### config.mk
export PLATFORM = sky130hd
export DESIGN_NAME = pc_sequencer_flat
export DESIGN_NICKNAME = d
export VERILOG_FILES = /design/src/rtl/pc_sequencer_if.sv /design/src/rtl/pc_sequencer.sv /design/src/flat_wrapper.sv
export SDC_FILE = /design/constraint.sdc
export NUM_CORES = 1
export LEC_CHECK = 0
export ABC_AREA = 1
export BUFFER_PORTS_ARGS = -buffer_cell sky130_fd_sc_hd__buf_4
export CAP_MARGIN = 15
export CELL_PAD_IN_SITES_DETAIL_PLACEMENT = 0
export CELL_PAD_IN_SITES_GLOBAL_PLACEMENT = 2
export CORE_ASPECT_RATIO = 0.5
export CORE_MARGIN = 3
export CORE_UTILIZATION = 26
export CTS_BUF_LIST = sky130_fd_sc_hd__clkbuf_4 sky130_fd_sc_hd__clkbuf_8 sky130_fd_sc_hd__clkbuf_16
export DETAILED_ROUTE_END_ITERATION = 8
export HOLD_SLACK_MARGIN = 0.15
export PLACE_DENSITY = 0.92
export SLEW_MARGIN = 0
export SYNTH_ARGS = -nofsm -noshare
export SYNTH_HDL_FRONTEND = slang
export SYNTH_SLANG_ARGS = --single-unit
### constraint.sdc
create_clock -name clk -period 2.1 [get_ports clk]
set_clock_uncertainty 0.2 [all_clocks]
set_input_delay 0.21 -clock clk [delete_from_list [all_inputs] [get_ports clk]]
set_output_delay 0.21 -clock clk [all_outputs]
set_load 0.05 [all_outputs]
### src/rtl/pc_sequencer_if.sv
// Bus between the branch/jump resolution logic and the PC sequencer.
// When PC_ALIGN_CHECK_EN is defined, the bus also carries the misalign pulse.
interface pc_sequencer_if #(
    parameter int WIDTH = 32
);
    logic             pc_wr;
    logic             br_taken;
    logic [WIDTH-1:0] br_target;
    logic             jump;
    logic [25:0]      jump_idx;
    logic             jr;
    logic [WIDTH-1:0] jr_target;
    logic             exc;
    logic             eret;
    logic [WIDTH-1:0] pc;
    logic [WIDTH-1:0] pc_plus4;
    logic [WIDTH-1:0] epc;
    logic             exl;
    logic             redirect_pending;
`ifdef PC_ALIGN_CHECK_EN
    logic             misalign;
`endif

    modport master (
        output pc_wr, br_taken, br_target, jump, jump_idx, jr, jr_target, exc, eret,
        input  pc, pc_plus4, epc, exl, redirect_pending
`ifdef PC_ALIGN_CHECK_EN
        , input misalign
`endif
    );

    modport slave (
        input  pc_wr, br_taken, br_target, jump, jump_idx, jr, jr_target, exc, eret,
        output pc, pc_plus4, epc, exl, redirect_pending
`ifdef PC_ALIGN_CHECK_EN
        , output misalign
`endif
    );
endinterface

### src/rtl/pc_sequencer.sv
// Program-counter sequencer: next fetch address selection with stall, redirect buffering and EPC/EXL.
// Optional PC_ALIGN_CHECK_EN turns misaligned redirect targets into exceptions and drives misalign.
//
// state     | meaning
// HOLD_NONE | no buffered redirect; requests apply directly when pc_wr=1
// HOLD_PEND | a redirect arrived during a stall and waits for pc_wr=1
module pc_sequencer #(
    parameter int          WIDTH     = 32,
    parameter logic [31:0] RESET_VEC = 32'h0000_3000,
    parameter logic [31:0] EXC_VEC   = 32'h0000_4180
) (
    input logic          clk,
    input logic          rst,
    pc_sequencer_if.slave bus
);
    typedef enum logic {
        HOLD_NONE = 1'b0,
        HOLD_PEND = 1'b1
    } state_e;

    localparam logic [WIDTH-1:0] RST_PC = WIDTH'(RESET_VEC);
    localparam logic [WIDTH-1:0] EXC_PC = WIDTH'(EXC_VEC);
    localparam logic [WIDTH-1:0] LOW28  = WIDTH'(28'hFFF_FFFF);

    state_e           state_q, state_d;
    logic [WIDTH-1:0] pc_q, pc_d;
    logic [WIDTH-1:0] epc_q, epc_d;
    logic             exl_q, exl_d;
    logic [WIDTH-1:0] pend_tgt_q, pend_tgt_d;
    logic             pend_eret_q, pend_eret_d;
    logic             mis_q, mis_d;

    logic [WIDTH-1:0] pc_plus4;
    logic [WIDTH-1:0] jump_tgt;
    logic             req;
    logic [WIDTH-1:0] req_tgt;
    logic             apply_en;
    logic [WIDTH-1:0] apply_tgt;
    logic             apply_eret;

    assign pc_plus4 = pc_q + WIDTH'(4);
    // Upper bits come from the delay-slot PC, low 28 from the instruction index.
    assign jump_tgt = (pc_plus4 & ~LOW28) | WIDTH'({bus.jump_idx, 2'b00});

    assign req = bus.eret | bus.jr | bus.br_taken | bus.jump;

    always_comb begin
        req_tgt = jump_tgt;
        if (bus.eret)          req_tgt = epc_q;
        else if (bus.jr)       req_tgt = bus.jr_target;
        else if (bus.br_taken) req_tgt = bus.br_target;
    end

    always_comb begin
        state_d     = state_q;
        pc_d        = pc_q;
        epc_d       = epc_q;
        exl_d       = exl_q;
        pend_tgt_d  = pend_tgt_q;
        pend_eret_d = pend_eret_q;
        mis_d       = 1'b0;
        apply_en    = 1'b0;
        apply_tgt   = req_tgt;
        apply_eret  = bus.eret;

        if (bus.exc) begin
            pc_d    = EXC_PC;
            state_d = HOLD_NONE;
            if (!exl_q) begin
                epc_d = pc_q;
                exl_d = 1'b1;
            end
        end else begin
            unique case (state_q)
                HOLD_NONE: begin
                    if (bus.pc_wr) begin
                        if (req) apply_en = 1'b1;
                        else     pc_d     = pc_plus4;
                    end else if (req) begin
                        pend_tgt_d  = req_tgt;
                        pend_eret_d = bus.eret;
                        state_d     = HOLD_PEND;
                    end
                end
                HOLD_PEND: begin
                    // New requests are dropped: the older instruction's redirect wins.
                    if (bus.pc_wr) begin
                        apply_en   = 1'b1;
                        apply_tgt  = pend_tgt_q;
                        apply_eret = pend_eret_q;
                        state_d    = HOLD_NONE;
                    end
                end
                default: state_d = HOLD_NONE;
            endcase

            if (apply_en) begin
`ifdef PC_ALIGN_CHECK_EN
                if (apply_tgt[1:0] != 2'b00) begin
                    pc_d  = EXC_PC;
                    mis_d = 1'b1;
                    if (!exl_q) begin
                        epc_d = apply_tgt;
                        exl_d = 1'b1;
                    end
                end else begin
                    pc_d = apply_tgt;
                    if (apply_eret) exl_d = 1'b0;
                end
`else
                pc_d = apply_tgt;
                if (apply_eret) exl_d = 1'b0;
`endif
            end
        end
    end

    always_ff @(posedge clk) begin
        if (rst) begin
            state_q     <= HOLD_NONE;
            pc_q        <= RST_PC;
            epc_q       <= '0;
            exl_q       <= 1'b0;
            pend_tgt_q  <= '0;
            pend_eret_q <= 1'b0;
            mis_q       <= 1'b0;
        end else begin
            state_q     <= state_d;
            pc_q        <= pc_d;
            epc_q       <= epc_d;
            exl_q       <= exl_d;
            pend_tgt_q  <= pend_tgt_d;
            pend_eret_q <= pend_eret_d;
            mis_q       <= mis_d;
        end
    end

    assign bus.pc               = pc_q;
    assign bus.pc_plus4         = pc_plus4;
    assign bus.epc              = epc_q;
    assign bus.exl              = exl_q;
    assign bus.redirect_pending = (state_q == HOLD_PEND);
`ifdef PC_ALIGN_CHECK_EN
    assign bus.misalign         = mis_q;
`else
    logic unused_mis;
    assign unused_mis = mis_q;
`endif
endmodule

### src/flat_wrapper.sv
// flat-port wrapper written by rule: the top's interface ports become plain ports
module pc_sequencer_flat 
#(
    parameter int          WIDTH     = 32,
    parameter logic [31:0] RESET_VEC = 32'h0000_3000,
    parameter logic [31:0] EXC_VEC   = 32'h0000_4180
)
  (clk, rst, bus_pc_wr, bus_br_taken, bus_br_target, bus_jump, bus_jump_idx, bus_jr, bus_jr_target, bus_exc, bus_eret, bus_pc, bus_pc_plus4, bus_epc, bus_exl, bus_redirect_pending);
  pc_sequencer_if #(.WIDTH(WIDTH)) bus_i ();
  input logic clk;
  input logic rst;
  input wire logic [$bits(bus_i.pc_wr)-1:0] bus_pc_wr;
  input wire logic [$bits(bus_i.br_taken)-1:0] bus_br_taken;
  input wire logic [$bits(bus_i.br_target)-1:0] bus_br_target;
  input wire logic [$bits(bus_i.jump)-1:0] bus_jump;
  input wire logic [$bits(bus_i.jump_idx)-1:0] bus_jump_idx;
  input wire logic [$bits(bus_i.jr)-1:0] bus_jr;
  input wire logic [$bits(bus_i.jr_target)-1:0] bus_jr_target;
  input wire logic [$bits(bus_i.exc)-1:0] bus_exc;
  input wire logic [$bits(bus_i.eret)-1:0] bus_eret;
  output wire logic [$bits(bus_i.pc)-1:0] bus_pc;
  output wire logic [$bits(bus_i.pc_plus4)-1:0] bus_pc_plus4;
  output wire logic [$bits(bus_i.epc)-1:0] bus_epc;
  output wire logic [$bits(bus_i.exl)-1:0] bus_exl;
  output wire logic [$bits(bus_i.redirect_pending)-1:0] bus_redirect_pending;
  assign bus_i.pc_wr = bus_pc_wr;
  assign bus_i.br_taken = bus_br_taken;
  assign bus_i.br_target = bus_br_target;
  assign bus_i.jump = bus_jump;
  assign bus_i.jump_idx = bus_jump_idx;
  assign bus_i.jr = bus_jr;
  assign bus_i.jr_target = bus_jr_target;
  assign bus_i.exc = bus_exc;
  assign bus_i.eret = bus_eret;
  assign bus_pc = bus_i.pc;
  assign bus_pc_plus4 = bus_i.pc_plus4;
  assign bus_epc = bus_i.epc;
  assign bus_exl = bus_i.exl;
  assign bus_redirect_pending = bus_i.redirect_pending;
  pc_sequencer #(.WIDTH(WIDTH), .RESET_VEC(RESET_VEC), .EXC_VEC(EXC_VEC)) u_core (.clk(clk), .rst(rst), .bus(bus_i));
endmodule
==> results of run 1 <==
[registers in the layout, indices dropped and copies added, names as in the netlist, named ones only]
name and flops:
u_core.pend_eret_q 1, u_core.bus.pc 30, u_core.pend_tgt_q 32, u_core.bus.epc 32, u_core.bus.redirect_pending 1, u_core.bus.exl 1
[worst max-delay path by stage]
stage,from,end,slack (ps),cells past startpoint
after floorplan,u_core.bus.pc[2],u_core.bus.pc[22],-260,11
after global placement,u_core.bus.pc[2],bus_pc_plus4[18],40,10
after detailed placement,u_core.bus.pc[3],bus_pc_plus4[18],20,10
after CTS,u_core.bus.pc[3],bus_pc_plus4[18],-270,10
after global routing,u_core.bus.pc[3],bus_pc_plus4[18],-350,10
final,u_core.bus.pc[2],bus_pc_plus4[18],-290,10
[cell usage after synthesis, drive strengths merged (9+ instances only)]
master / instances
nand2: 152
dfxtp: 99
inv: 31
o21ai: 141
o211ai: 16
clkbuf: 36
a21oi: 107
buf: 20
xnor2: 9
a22oi: 12
xor2: 15
nor2: 107
nand3: 38
[power breakdown]
part	internal [mW]	switching [mW]
Clock	0.931	0.752
Combinational	0.596	0.942
Sequential	1.99	0.110
[what timing repair did]
action                                 in CTS  in global routing
setup buffers                              22                 22
endpoints found under the hold margin      24                  1
setup endpoints to repair                  23                 34
hold buffers                               32                  1
resized for setup                          71                 70
pin swaps                                  25                 27
[tightest hold or removal path, delay by kind of cell]
kind / cells / cell delay (ps)
compound gates: 3 / 250
buf+inv: 1 / 80
simple gates: 1 / 100
[per-layer routing]
metal | track usage [%] | part of all wire (%) | wire, um | vias to the layer above
met5 | 0 | 0 | 0 | -
met4 | 3.460 | 1.2 | 287 | 0
met3 | 3.594 | 3.5 | 807 | 22
met2 | 37.27 | 53 | 12350 | 118
met1 | 24.11 | 42 | 9833 | 3170
li1 | - | - | - | 3296
[cell families (layout without fill, tap and decap cells)]
logic type      count (synthesis)  in the layout  share of synthesized area [%]
compound gates                285            285                          28.08
xor+xnor                       24             24                          4.021
fa+ha+maj                       1              1                         0.2311
buf+inv                        88            370                          6.586
flops                          99             99                          36.61
simple gates                  310            310                          24.47
[area by class of cell]
cell class / count / area (um2) / share of cell area (%)
clock buffer: 12 / 271.5 / 2.907
clock inverter: 4 / 30.03 / 0.3215
inverter: 32 / 127.6 / 1.366
multi-input combinational: 620 / 3812 / 40.81
sequential: 99 / 2059 / 22.05
tap: 266 / 332.8 / 3.563
timing repair buffer: 322 / 2708 / 28.98
==> results by group, run 1 <==
Cells and area
  – Area growth syn-to-layout: 72.54%
  – Most frequent cells in the layout: 247 x buf_4, 138 x o21ai_0, 120 x nand2_1
  – Commonest non-fill, non-tap cell in the layout: buf_4
  – Fraction of layout cells with a size suffix above 1: 40.77%
  – Non-filler instance count after layout: between 1k and 1.5k
  – Fin util: approximately 47%
  – N_diodes: 0
  – Layout fillers: approximately 2k
  – Post-route cell area: between 0.009 and 0.01 mm2
  – Layout Nets: approximately 1.2k

Placement
  – Port Buffers: roughly 200
  – Routability congestion estimate: a little over 0.9
  – Post-place setup slack: about 18 ps
  – Placed instance area: 0.007841 mm2
  – DP HPWL: between 15000 and 20000 um
  – Post-Place Cells: roughly 1.3k

Synthesis
  – Post-synthesis cell area: 0.005414 mm2
  – Post-Synthesis Cells: a little over 800
  – Syn_area_per_cell: 6.709 um2
  – Netlist cell types: 35
  – Top cells by area, synth: dfxtp_1 37%, o21ai_0 13%, nand2_1 10%
  – Yosys warnings: 0
  – Synth Net Count: approximately 910
  – Number of flops mapped to enable cells by yosys: 0
  – Synth top area share: between 30% and 40%
  – Register area share after synthesis: approximately 37%
  – Async SR Flop Fraction: 0%
  – Area leader, netlist: dfxtp_1
  – Top_reg_cell synth: dfxtp_1
  – Synth Register Bits: between 90 and 100

Power and ir drop
  – LEAKAGE: between 4 and 5 nW
  – Pwr/cell area: between 500 and 600 mW/mm2
  – Max IR drop VDD: slightly above 400 uV
  – PnR Total Power: approximately 5.3 mW

GRT
  – Largest net degree at the start of global routing: 46
  – Remaining Overflow, GRT: 0
  – Gr usage total: 19.83%
  – Vias in the first global route: roughly 6.6k
  – Initial antenna violation count: 0
  – First-pass GRT wire length: between 30000 and 40000 um

STA
  – Worst slew pin tran: 930.3 ps
  – Final worst path period need: roughly 2400 ps
  – Final Cycle Share: 113.9%
  – Max Slew Vio Count: 0
  – Final hold slack: ~140 ps
  – RSZ-0062 raised after global routing: yes
  – Final setup fails: 25
  – Post-Route Setup TNS: -3722 ps
  – Rel. slew slack: between 30 and 40%
  – Max Freq: 0.4182 GHz
  – Setup ws final: -291.1 ps
  – Final hold viol count: 0

Clock network
  – CTS tree: yes
  – Reg clk slew, reported paths: about 70 ps
  – Number of clock sinks: 99
  – Clk root buf: clkbuf_16
  – Clock Latency Late Sink: approximately 350 ps
  – H-Tree Depth: 3
  – Clk buf depth: 2
  – TritonCTS Buffers: 9

Die
  – Core box area: roughly 0.020 mm2
  – Chip Height: around 110 um
  – # IOs: 196
  – Die area: 0.02269 mm2
  – Starting Density: a little over a quarter
  – Row Count: 36
  – Chip width: about 210 um

Worst setup path
  – CP cell instances: ha_4 -> nand2_4 -> nor2_4 -> nand2_4 -> nor2_8 -> inv_2 -> nor3_4 -> buf_6 -> xor2_4 -> buf_6
  – Critical path's slowest cell: dfxtp_4
  – Startpoint class of the critical path: flip-flop
  – Worst path top cell family by delay: simple AND/OR/NAND/NOR gates
  – CP peak stage delay: about 370 ps
  – R2R depth: 17
  – Worst-path fanout max: 3
  – Reg2Reg Setup Slack: -120 ps
  – Critical path type: reg2out
  – Critical Path RT: roughly 1700 ps
  – RR Startpoint: u_core.bus.pc[2]
  – Worst R2R End: u_core.bus.pc[30]
  – CP arrival: roughly 2000 ps
  – WP buf/inv: 3
  – Critical path capture point type: output port

Detailed routing
  – Antenna viol nets, final: 0
  – Via density: approximately 5
  – DR WL/cell: ~17 um
  – DRT Pass-1 Iters: 5
  – Total number of vias: roughly 6.6k
  – Iteration-0 DRC Markers: around 360
  – Final wirelength: ~23000 um
  – DRC: 0

Worst hold path
  – Hold Path Sink: u_core.pend_tgt_q[15]
  – Worst Hold Launch: bus_jr_target[15]
  – Worst Hold Path Cells: 5
  – Min-Delay Path Class: in2reg

Status
  – Violated checks: setup timing
  – Outcome: finished, violations left

Flow run
  – Max_cap viols: 0
Power figures use the tool's default switching activity.
==> inputs of run 2 (changes only) <==
==> constraint.sdc (replaced) <==
create_clock -name clk -period 2.3 [get_ports clk]
set_clock_uncertainty 0.2 [all_clocks]
set_input_delay 0.23 -clock clk [delete_from_list [all_inputs] [get_ports clk]]
set_output_delay 0.23 -clock clk [all_outputs]
set_load 0.05 [all_outputs]
==> run 2 against run 1 <==
  * The run still ends with setup timing left
  * Largest power group unchanged
  * Sequential share of layout area rose by 1.8 points
  * Critical path depth fell by 2
  * Largest cell class unchanged
  * Power fell by 12%
  * Wire length fell by 2.5%
  * First-iteration DRC count rose by 10%
==> results by group, run 2 (same netlist as run 1, synthesis figures left out) <==
Clock network
  – TritonCTS Buffers: 9
  – Clk root buf: clkbuf_16
  – CTS tree: yes
  – Number of clock sinks: between 90 and 100
  – Clk buf depth: 2
  – Clock Latency Late Sink: 340 ps
  – Reg clk slew, reported paths: 70 ps
  – H-Tree Depth: 3

STA
  – Worst slew pin tran: 487.0 ps
  – Setup ws final: -123.1 ps
  – Final Cycle Share: 105.4%
  – Rel. slew slack: around two thirds
  – Final setup fails: 11
  – RSZ-0062 raised after global routing: yes
  – Final worst path period need: roughly 2400 ps
  – Max Slew Vio Count: 0
  – Final hold viol count: 0
  – Max Freq: 0.4127 GHz

Detailed routing
  – Via density: 4.949
  – Antenna viol nets, final: 0
  – DRT Pass-1 Iters: 4
  – DRC: 0
  – Total number of vias: 6448
  – Final wirelength: around 23000 um
  – Iteration-0 DRC Markers: around 400
  – DR WL/cell: about 17 um

Die
  – Core box area: 0.01995 mm2
  – # IOs: around 200
  – Starting Density: between 20% and 30%
  – Die area: between 0.02 and 0.025 mm2
  – Row Count: 36
  – Chip width: approximately 210 um
  – Chip Height: approximately 110 um

GRT
  – Vias in the first global route: 6317
  – Gr usage total: 19.47%
  – Largest net degree at the start of global routing: 43
  – Remaining Overflow, GRT: 0
  – Initial antenna violation count: 0
  – First-pass GRT wire length: 34990 um

Worst setup path
  – Critical Path RT: around 1900 ps
  – CP arrival: approximately 2000 ps
  – Worst-path fanout max: 3
  – Reg2Reg Setup Slack: roughly 80 ps
  – Startpoint class of the critical path: flip-flop
  – Critical path capture point type: output port
  – Critical path type: reg2out

Placement
  – Placed instance area: approximately 0.0075 mm2
  – Routability congestion estimate: 0.8712
  – Post-place setup slack: approximately 100 ps
  – DP HPWL: about 17000 um
  – Post-Place Cells: approximately 1.2k
  – Port Buffers: 195

Cells and area
  – Non-filler instance count after layout: 1303
  – Most frequent cells in the layout: 228 x buf_4, 141 x o21ai_0, 134 x nand2_1
  – Fin util: roughly 43%
  – Area growth syn-to-layout: 57.80%
  – Layout fillers: roughly 2.1k
  – Fraction of layout cells with a size suffix above 1: about 36%
  – N_diodes: 0
  – Layout Nets: between 1k and 1.5k
  – Commonest non-fill, non-tap cell in the layout: buf_4
  – Post-route cell area: approximately 0.0085 mm2

Power and ir drop
  – PnR Total Power: 4.683 mW
  – Max IR drop VDD: 367.8 uV
  – Pwr/cell area: ~550 mW/mm2
  – LEAKAGE: 3.751 nW

Worst hold path
  – Min-Delay Path Class: in2reg

Flow run
  – Max_cap viols: 0

Status
  – Violated checks: setup timing
  – Outcome: finished, violations left
run 2: cell types whose count changed in the layout (fill, tap and decap cells not counted), moves of 6 or more:
cell	before	now
dfxtp_4	17	9
dlygate4sd3_1	32	14
nand2_4	13	5
nand2_1	120	134
buf_4	247	228
nand2_2	19	13
xor2_4	13	7
buf_6	34	24
run 2: area by class of cell:
type                    count  area, um2  share of cell area [%]
clock inverters             5      40.04                  0.4687
flip-flops and latches     99       2034                   23.81
repair buffers            270       2192                   25.66
inverters                  32      123.9                   1.450
well taps                 266      332.8                   3.896
clock buffers              11      240.2                   2.812
multi-input cells         620       3580                   41.90
run 2: power breakdown:
part | leakage, nW | total [mW] | internal [mW] | switching [mW]
registers | 0.826 | 1.94 | 1.82 | 0.114
logic | 2.80 | 1.29 | 0.472 | 0.818
clock network | 0.129 | 1.46 | 0.765 | 0.691
total | 3.75 | 4.68 | 3.06 | 1.62
run 2: routing by layer:
metal	track usage [%]	share of wire [%]
met2	35.69	53
met1	24.40	43
met3	3.333	2.9
met4	3.604	0.96
met5	0	0
run 2: path summary, 6_finish.rpt:
path                      startpoint               endpoint  cells after the start
setup / recovery    u_core.bus.pc[3]       bus_pc_plus4[24]                      8
hold / removal     bus_br_target[28]  u_core.pend_tgt_q[28]                      5
setup reg to reg    u_core.bus.pc[3]      u_core.bus.pc[28]                     17
hold reg to reg   u_core.pend_eret_q     u_core.pend_eret_q                      2
run 2: critical path, stage by stage, from the launching register on:
cell,delay [ps]
dfxtp_4,370
ha_4,150
nand2_4,60
buf_4,140
nor3_4,250
nand3_4,180
nor2_4,130
xor2_2,180
buf_6,180
run 2: what timing repair did:
item,4_1_cts,5_1_grt
setup endpoints to repair,19,24
pin swaps,17,17
setup buffers,15,14
endpoints found under the hold margin,14,0
hold buffers,14,0
gates cloned,0,0
gates resized for setup,51,36
run 2: through the flow:
stage          hold WS (ps)  TNS (ps)
4_1_cts               151.7    -557.9
6_report              151.3    -732.8
3_5_place_dp          243.6         0
5_1_grt               181.8     -2202
2_1_floorplan         99.07    -187.6
3_3_place_gp          242.1         0
==> inputs of run 3 (changes only) <==
--- a/config.mk
+++ b/config.mk
@@ -12,11 +12,11 @@
 export CELL_PAD_IN_SITES_GLOBAL_PLACEMENT = 2
 export CORE_ASPECT_RATIO = 0.5
 export CORE_MARGIN = 3
-export CORE_UTILIZATION = 26
-export CTS_BUF_LIST = sky130_fd_sc_hd__clkbuf_4 sky130_fd_sc_hd__clkbuf_8 sky130_fd_sc_hd__clkbuf_16
+export CORE_UTILIZATION = 27
+export CTS_BUF_LIST = sky130_fd_sc_hd__clkbuf_4
 export DETAILED_ROUTE_END_ITERATION = 8
 export HOLD_SLACK_MARGIN = 0.15
-export PLACE_DENSITY = 0.92
+export PLACE_DENSITY = 0.94
 export SLEW_MARGIN = 0
 export SYNTH_ARGS = -nofsm -noshare
 export SYNTH_HDL_FRONTEND = slang
==> run 3 against run 2 <==
  * Cell count up 6.4%
  * Die area fell by 3.5%
  * Critical path type unchanged
  * Hold slack better by 110 ps
  * The flow still finishes with violations (setup timing)
==> results by group, run 3 (same netlist as run 1, synthesis figures left out) <==
Status
  – Outcome: finished, violations left
  – Violated checks: setup timing

Worst setup path
  – Critical path's slowest cell: dfxtp_4
  – CP dominant cell by count: buf_6
  – CP peak stage delay: approximately 400 ps
  – Critical Path RT: between 1500 and 2000 ps
  – Critical path capture point type: output port
  – CP arrival: between 2000 and 2500 ps
  – Startpoint class of the critical path: flip-flop
  – Critical path type: reg2out
  – CP cell instances: ha_4 -> nand2_4 -> buf_4 -> buf_6 -> nor3_4 -> nand3_4 -> nor2_4 -> xor2_2 -> buf_6
  – Worst-path fanout max: 3

STA
  – Setup ws final: -291.8 ps
  – Final setup fails: 23
  – Final hold viol count: 0
  – Max Freq: between 0.3 and 0.4 GHz
  – Final hold slack: 256.7 ps
  – Final worst path period need: 2592 ps
  – Final Cycle Share: 112.7%
  – Worst slew pin tran: ~700 ps
  – RSZ-0062 raised after global routing: yes
  – Max Slew Vio Count: 0
  – Rel. slew slack: a little over half

Clock network
  – Clk root buf: clkbuf_4
  – Clock Latency Late Sink: 460 ps
  – TritonCTS Buffers: 9
  – CTS tree: yes
  – Number of clock sinks: 99
  – Clk buf depth: 2
  – Reg clk slew, reported paths: approximately 180 ps
  – H-Tree Depth: 3

Detailed routing
  – Via density: slightly below 5
  – Antenna viol nets, final: 0
  – Total number of vias: slightly below 7k
  – DRT Pass-1 Iters: 5
  – DR WL/cell: 17.33 um
  – Iteration-0 DRC Markers: approximately 460
  – DRC: 0
  – Final wirelength: between 20000 and 25000 um

Power and ir drop
  – Reg power frac: a little over two fifths
  – Combinational group share of total power: 32.8%
  – Int Pwr: roughly 2.9 mW
  – P_sw: approximately 1.6 mW
  – Clk pwr share: roughly a quarter
  – Switching share of power: between 30% and 40%
  – Max IR drop VDD: about 240 uV
  – LEAKAGE: about 4.1 nW
  – Pwr/cell area: 473.3 mW/mm2
  – PnR Total Power: around 4.5 mW

GRT
  – Vias in the first global route: between 6k and 7k
  – Largest net degree at the start of global routing: 46
  – Initial antenna violation count: 1
  – Remaining Overflow, GRT: 0
  – First-pass GRT wire length: approximately 37000 um
  – Gr usage total: between 20% and 30%

Die
  – Chip width: between 200 and 250 um
  – Die area: 0.02189 mm2
  – Core box area: approximately 0.019 mm2
  – Row Count: 35
  – Chip Height: 106.1 um
  – Starting Density: between 20% and 30%
  – # IOs: ~200

Cells and area
  – Layout Nets: around 1.2k
  – Post-route cell area: approximately 0.0094 mm2
  – Most frequent cells in the layout: 243 x buf_4, 138 x o21ai_0, 134 x nand2_1
  – Area growth syn-to-layout: 74.49%
  – Commonest non-fill, non-tap cell in the layout: buf_4
  – Non-filler instance count after layout: around 1.4k
  – Fin util: roughly half
  – Fraction of layout cells with a size suffix above 1: a little under two fifths

Placement
  – DP HPWL: 16830 um
  – Post-Place Cells: 1233
  – Port Buffers: 195
  – Routability congestion estimate: roughly 0.87
  – Placed instance area: 0.007502 mm2

Worst hold path
  – Min-Delay Path Class: in2reg

Flow run
  – Max_cap viols: 0
run 3: changes by cell type in the layout (fill, tap and decap cells not counted), sizes merged:
cell,before,now
diode,0,1
inv,31,32
bufinv,0,2
buf,256,288
clkinvlp,4,3
dlygate4sd3,14,71
clkinv,2,0
run 3: final timing paths:
kind                            from                     to  slack (ps)  cells past startpoint
setup / recovery    u_core.bus.pc[2]       bus_pc_plus4[24]        -290                      9
hold / removal          bus_br_taken  u_core.pend_tgt_q[30]         260                      7
setup reg to reg    u_core.bus.pc[2]      u_core.bus.pc[28]          90                     17
hold reg to reg   u_core.pend_eret_q     u_core.pend_eret_q         320                      2
run 3: critical path: cells and delay by family (launching register included):
kind                       cells  cell delay (ps)
buffers and inverters          3              420
adders and majority gates      1              140
and+or+nand+nor                4              570
xor gates and xnor gates       1              160
DFF                            1              400
run 3: final cells by class:
type | count | area, um2
fillers | 1832 | 9559
multi-input cells | 620 | 3626
repair buffers | 360 | 3151
flip-flops and latches | 99 | 2056
well taps | 259 | 324.1
inverters | 32 | 127.6
clock inverters | 5 | 85.08
clock buffers | 10 | 75.07
diodes | 1 | 2.502
run 3: timing repair:
item / in CTS / in global routing
gates resized for setup: 88 / 40
pin swaps: 30 / 25
hold buffers: 71 / 0
gates cloned: 0 / 1
buffers inserted: 43 / 24
endpoints found under the hold margin: 89 / 0
endpoints found under the setup margin: 23 / 34
run 3: metrics by stage:
stage / TNS [ps] / setup WS (ps)
after global routing: -6610 / -416.2
after floorplan: -187.6 / -68.00
final: -3502 / -291.8
after CTS: -3194 / -295.0
after global placement: 0 / 127.9
after detailed placement: 0 / 109.1
run 3: power groups by stage:
stage / Sequential [mW] / Combinational (mW) / Clock (mW)
floorplan: 2.19 / 0.523 / 0
global placement: 1.97 / 1.22 / 0
detailed placement: 1.97 / 1.23 / 0
CTS: 1.92 / 1.43 / 1.11
global route: 1.94 / 1.58 / 1.17
finish: 1.92 / 1.47 / 1.08
run 3: layer usage:
layer	track usage [%]	part of all wire, %	vias up	wire length [um]
li1	-	-	3368	-
met3	4.283	5.0	24	1189
met2	38.25	51	158	12170
met1	26.68	43	3320	10270
met4	4.983	1.6	0	386
met5	0	0	-	0
